$ cat config.mk
export PLATFORM = sky130hd
export DESIGN_NAME = slip_arbiter
export DESIGN_NICKNAME = d
export VERILOG_FILES = /design/src/rtl/slip_pkg.sv /design/src/rtl/rr_pick.sv /design/src/rtl/slip_arbiter.sv
export SDC_FILE = /design/constraint.sdc
export NUM_CORES = 1
export LEC_CHECK = 0
export CAP_MARGIN = 20
export CORE_MARGIN = 2
export CORE_UTILIZATION = 25
export DETAILED_ROUTE_END_ITERATION = 12
export GPL_ROUTABILITY_DRIVEN = 0
export PLACE_DENSITY = 0.45
export SLEW_MARGIN = 20
export SYNTH_ARGS = -nofsm -noshare
export SYNTH_HDL_FRONTEND = slang
export SYNTH_SLANG_ARGS = --single-unit
$ cat constraint.sdc
create_clock -name clk -period 2.2 [get_ports clk]
set_clock_uncertainty 0.05 [all_clocks]
set_input_delay 0.33 -clock clk [delete_from_list [all_inputs] [get_ports clk]]
set_output_delay 0.33 -clock clk [all_outputs]
set_load 0.01 [all_outputs]
$ cat src/rtl/slip_pkg.sv
// Shared types and constants for the slip arbiter and its round-robin picker.
package slip_pkg;

   // Arbitration round states.
   typedef enum logic [1:0] {
      IDLE     = 2'd0,
      ARB      = 2'd1,
      WAIT_RSP = 2'd2
   } state_t;

   // Requester counts the arbiter is built and verified for.
   localparam int LEGAL_N_4  = 4;
   localparam int LEGAL_N_8  = 8;
   localparam int LEGAL_N_16 = 16;
   localparam int LEGAL_N_32 = 32;

   // True when n is one of the supported requester counts.
   function automatic bit isLegalN(input int n);
      return (n == LEGAL_N_4) || (n == LEGAL_N_8) ||
             (n == LEGAL_N_16) || (n == LEGAL_N_32);
   endfunction

endpackage

$ cat src/rtl/rr_pick.sv
// Combinational round-robin pick: rotate req right by ptr, take the lowest set
// bit, rotate the one-hot result back left by ptr. All-zero req gives all-zero grant.
module rr_pick #(
   parameter int N     = 4,
   parameter int PTR_W = 2
) (
   input  logic [N-1:0]     req,
   input  logic [PTR_W-1:0] ptr,
   output logic [N-1:0]     grant
);

   logic [N-1:0] rotReq;
   logic [N-1:0] pick;

   // N is a power of two, so PTR_W-bit index arithmetic wraps modulo N for free.
   always_comb begin
      rotReq = '0;
      grant  = '0;
      for (int i = 0; i < N; i++) begin
         rotReq[i] = req[PTR_W'(i) + ptr];
      end
      pick = rotReq & (~rotReq + N'(1));
      for (int i = 0; i < N; i++) begin
         grant[PTR_W'(i) + ptr] = pick[i];
      end
   end

endmodule

$ cat src/rtl/slip_arbiter.sv
// Round-robin arbiter with iSLIP-style pointer update: the pointer only moves
// past the winner when the grant is accepted in the first iteration of a slot.
module slip_arbiter
   import slip_pkg::*;
#(
   parameter int N     = 4,
   parameter int PTR_W = 2
) (
   input  logic             clk,
   input  logic             rst,
   input  logic [N-1:0]     req,
   input  logic             start,
   input  logic             first_iter,
   input  logic             accept,
   input  logic             reject,
   output logic [N-1:0]     grant,
   output logic             grant_valid,
   output logic [PTR_W-1:0] ptr,
   output logic             busy
);

   state_t           state_q;
   logic [N-1:0]     req_q;
   logic             iter_q;
   logic [N-1:0]     grant_q;
   logic             grantValid_q;
   logic [PTR_W-1:0] ptr_q;
   logic             busy_q;

   logic [N-1:0]     pickGrant;
   logic [PTR_W-1:0] winner;
   logic [PTR_W-1:0] ptr_d;

   rr_pick #(
      .N     (N),
      .PTR_W (PTR_W)
   ) uPick (
      .req   (req_q),
      .ptr   (ptr_q),
      .grant (pickGrant)
   );

   // Encode the held one-hot grant back to an index and form the advanced pointer.
   always_comb begin
      winner = '0;
      for (int i = 0; i < N; i++) begin
         if (grant_q[i]) begin
            winner = PTR_W'(i);
         end
      end
      ptr_d = winner + PTR_W'(1);
   end

   // Round FSM: latch the request, issue the grant, then wait for the response.
   always_ff @(posedge clk) begin
      if (rst) begin
         state_q      <= IDLE;
         req_q        <= '0;
         iter_q       <= 1'b0;
         grant_q      <= '0;
         grantValid_q <= 1'b0;
         ptr_q        <= '0;
         busy_q       <= 1'b0;
      end else begin
         case (state_q)
            IDLE: begin
               if (start && (req != '0)) begin
                  req_q   <= req;
                  iter_q  <= first_iter;
                  state_q <= ARB;
                  busy_q  <= 1'b1;
               end
            end
            ARB: begin
               grant_q      <= pickGrant;
               grantValid_q <= 1'b1;
               state_q      <= WAIT_RSP;
            end
            WAIT_RSP: begin
               if (accept || reject) begin
                  if (accept && iter_q) begin
                     ptr_q <= ptr_d;
                  end
                  grant_q      <= '0;
                  grantValid_q <= 1'b0;
                  state_q      <= IDLE;
                  busy_q       <= 1'b0;
               end
            end
            default: begin
               state_q      <= IDLE;
               grant_q      <= '0;
               grantValid_q <= 1'b0;
               busy_q       <= 1'b0;
            end
         endcase
      end
   end

   assign grant       = grant_q;
   assign grant_valid = grantValid_q;
   assign ptr         = ptr_q;
   assign busy        = busy_q;

endmodule
==> summary.md <==
| Metric | Value |
|---|---|
| Outcome | `finished clean` |
| DR vias | `around 900` |
| Number of antenna diodes | `0` |
| Syn Inst Count | `~110` |
| Hold Fails Final Rpt | `0` |
| R2r setup slk | `0.12 ns` |
| Cell Int Power | `about 0.47 mW` |
| Ranking of synthesized cells by area | `dfxtp_1 (29%), ha_1 (7.3%), mux4_2 (6.6%)` |
| Synth area leader | `dfxtp_1` |
| Synth cell types | `39` |
| Worst EP required | `~2.3 ns` |
| First-pass GRT wire length | `a little over 4000 um` |
| Dpl ws | `0.1442 ns` |
| Fin crit share | `0.9447` |
| Worst-case clock buffer depth | `2` |
| Critical Path Slowest Stage Cell | `mux4_2` |
| Drt pass-1 iters | `4` |
| Non-Filler Instances | `~180` |
| Sequential share of power | `0.464` |
| Slew @ Worst Pin | `0.3474 ns` |
| RR Startpoint | `ptr[1]$_SDFFE_PP0P_` |
| Setup bufs post-CTS | `0` |
| Final setup fails | `0` |
| CTS Buf Count | `3` |
| CP Max Fanout | `6` |
| Vias in the first global route | `900` |
| Layout overhead on the synthesized area | `31.46%` |
| Initial Util | `0.2574` |
| GRT Residual Overflow | `0` |
| WL per Instance | `~14 um` |
| Synth Flop Type | `dfxtp_1` |
| Post-DRT Antenna Nets | `0` |
| Vias per Instance | `about 4.9` |
| Worst setup margin | `between 0.1 and 0.15 ns` |
| Post-synth EDFFs | `0` |
| F_max | `slightly below 500 MHz` |
| CTS clock-pin slew for the worst setup and hold paths | `0.06 ns` |
| Hold_sp | `grant[0]$_SDFFE_PP0P_` |
| Clk root buf | `clkbuf_8` |
| Final hold slack | `about 0.4 ns` |
| Synth Warn # | `0` |
| Rel. slew slack | `0.7651` |
| Leakage | `roughly 0.47 nW` |
| CTS resizes | `0` |
| Comb pwr share | `0.166` |
| Post-Syn Area per Cell | `around 9.6 um^2` |
| # nets final | `between 100 and 150` |
| Initial antenna violation count | `0` |
| FP Rows | `23` |
| Hpwl dp | `between 1500 and 2000 um` |
| Sequential-to-total area share from yosys stat | `0.2938` |
| Peak supply drop | `272.6 uV` |
| I/O Pins | `18` |
| Fin Setup TNS | `0 ns` |
| Total track usage | `0.1174` |
| Critical setup path kind | `register to register` |
| RSZ-0062 raised after global routing | `false` |
| # Max-Cap Violations | `0` |
| Share of cells above drive strength 1 | `0.1860` |
| NetSw | `about 0.17 mW` |
| Core Footprint | `between 3000 and 4000 um^2` |
| Largest net degree at the start of global routing | `13` |
| Reg2reg end | `grant[1]$_SDFFE_PP0P_` |
| Die X | `67.95 um` |
| Util after Layout | `0.3384` |
| CTS tree | `built` |
| CTS Sinks | `15` |
| Async SR Flop Fraction | `0` |
| Startpoint Class | `register` |
| Die Span Y | `a little under 70 um` |
| Synth Cell Area | `slightly above 1000 um^2` |
| Worst Hold Endpoint | `grant[0]$_SDFFE_PP0P_` |
| Commonest non-fill, non-tap cell in the layout | `clkdlybuf4s50_1` |
| Crit path time final | `2.078 ns` |
| Sw frac | `0.2676` |
| Area share of the largest cell type after synthesis | `0.2938` |
| DRT Wirelength | `about 2400 um` |
| Number of synthesized register bits | `15` |
| CP Cell Sequence | `inv_1 > ha_4 > mux4_2 > nor4b_4 > o21ai_1 > a22oi_1` |
| Clk pwr share | `0.369` |
| CP endpoint kind | `register` |
| R2r worst-path depth | `6` |
| Synth Net Count | `around 120` |
| Hold WC Path Type | `register to register` |
| Most frequent cells in the layout | `clkdlybuf4s50_1 (17), dfxtp_1 (13), nand2_1 (8), nor2_1 (8)` |
| Die ar. | `between 4000 and 5000 um^2` |
| Hold_buf cts | `0` |
| Largest stage delay, worst path | `between 0.5 and 0.6 ns` |
| 1st-iter DRT viols | `34` |
| Dpl cells | `about 180` |
| Pwr/cell area | `approximately 480 nW/um^2` |
| Clock Latency Late Sink | `about 0.26 ns` |
| H-tree level count | `1` |
| Slew Viols, Final | `0` |
| Crit path DAT | `2.20 ns` |
| DR DRC count | `0` |
| Hold path depth | `2` |
| Port-buffer cells | `17` |
==> layer usage <==
metal | routed length, um | part of all wire | track usage
met4 | 7 | 0.0029 | 0.01500
met5 | 0 | 0 | 0
met1 | 1212 | 0.50 | 0.1499
met2 | 1124 | 0.46 | 0.1966
met3 | 91 | 0.037 | 0.03947
==> critical path, delay by kind of cell (launching register included) <==
family | cells | cell delay, ns
adders and majority gates | 1 | 0.31
AOI/OAI and AO/OA | 2 | 0.28
muxes | 1 | 0.59
and+or+nand+nor | 1 | 0.35
buffers and inverters | 1 | 0.09
DFF | 1 | 0.33
==> cell type report <==
cell class,count,area [um^2]
sequential,15,305.3
clock inverter,1,7.507
timing repair buffer,23,215.2
clock buffer,3,41.29
inverter,6,22.52
tap,50,62.56
fill,413,2628
multi-input combinational,81,689.4
==> cells in the mapped netlist (3+ instances only) <==
library cell,number
a21oi_1,6
dfxtp_1,15
ha_1,6
inv_1,6
mux2i_1,6
mux4_2,3
nand2_1,8
nor2_1,8
nor3b_1,3
nor4b_1,3
o21a_1,3
o21ai_1,3
or3_1,3
==> worst max-delay path by stage <==
| stage | from | endpoint | depth (start not counted) |
|---|---|---|---|
| 5_1_grt | ptr[0]$_SDFFE_PP0P_ | grant[1]$_SDFFE_PP0P_ | 6 |
| 3_5_place_dp | ptr[1]$_SDFFE_PP0P_ | grant[1]$_SDFFE_PP0P_ | 6 |
| 4_1_cts | ptr[0]$_SDFFE_PP0P_ | grant[1]$_SDFFE_PP0P_ | 6 |
| 2_1_floorplan | ptr[0]$_SDFFE_PP0P_ | grant[1]$_SDFFE_PP0P_ | 7 |
| 3_3_place_gp | ptr[1]$_SDFFE_PP0P_ | grant[0]$_SDFFE_PP0P_ | 6 |
| 6_report | ptr[1]$_SDFFE_PP0P_ | grant[1]$_SDFFE_PP0P_ | 6 |
==> stage by stage <==
step,area (um^2),power (mW)
2_1_floorplan,1040,0.3650
3_3_place_gp,1295,0.4110
3_5_place_dp,1295,0.4115
4_1_cts,1344,0.6535
5_1_grt,1344,0.6758
6_report,1344,0.6432
==> flip-flops by register name (all words and copies together), names as in the netlist <==
register     count
iter_q           1
req_q            4
grant            4
ptr              2
busy             1
grant_valid      1
state_q          2
==> power groups by stage <==
stage                     clock [mW]  combinational (mW)  sequential (mW)
after global placement             0               0.106            0.304
after detailed placement           0               0.107            0.305
after floorplan                    0              0.0629            0.302
after CTS                      0.247               0.107            0.299
after global routing           0.258               0.116            0.301
final                          0.238               0.107            0.299
==> kinds of logic after synthesis <==
group           after synthesis  share of synthesized area
mux                          12                     0.1726
buf+inv                      10                    0.04406
simple gates                 38                     0.2387
flops                        15                     0.2938
fa+ha+maj                     6                    0.07344
compound gates               25                     0.1775
(Power assumes the default switching activity.)
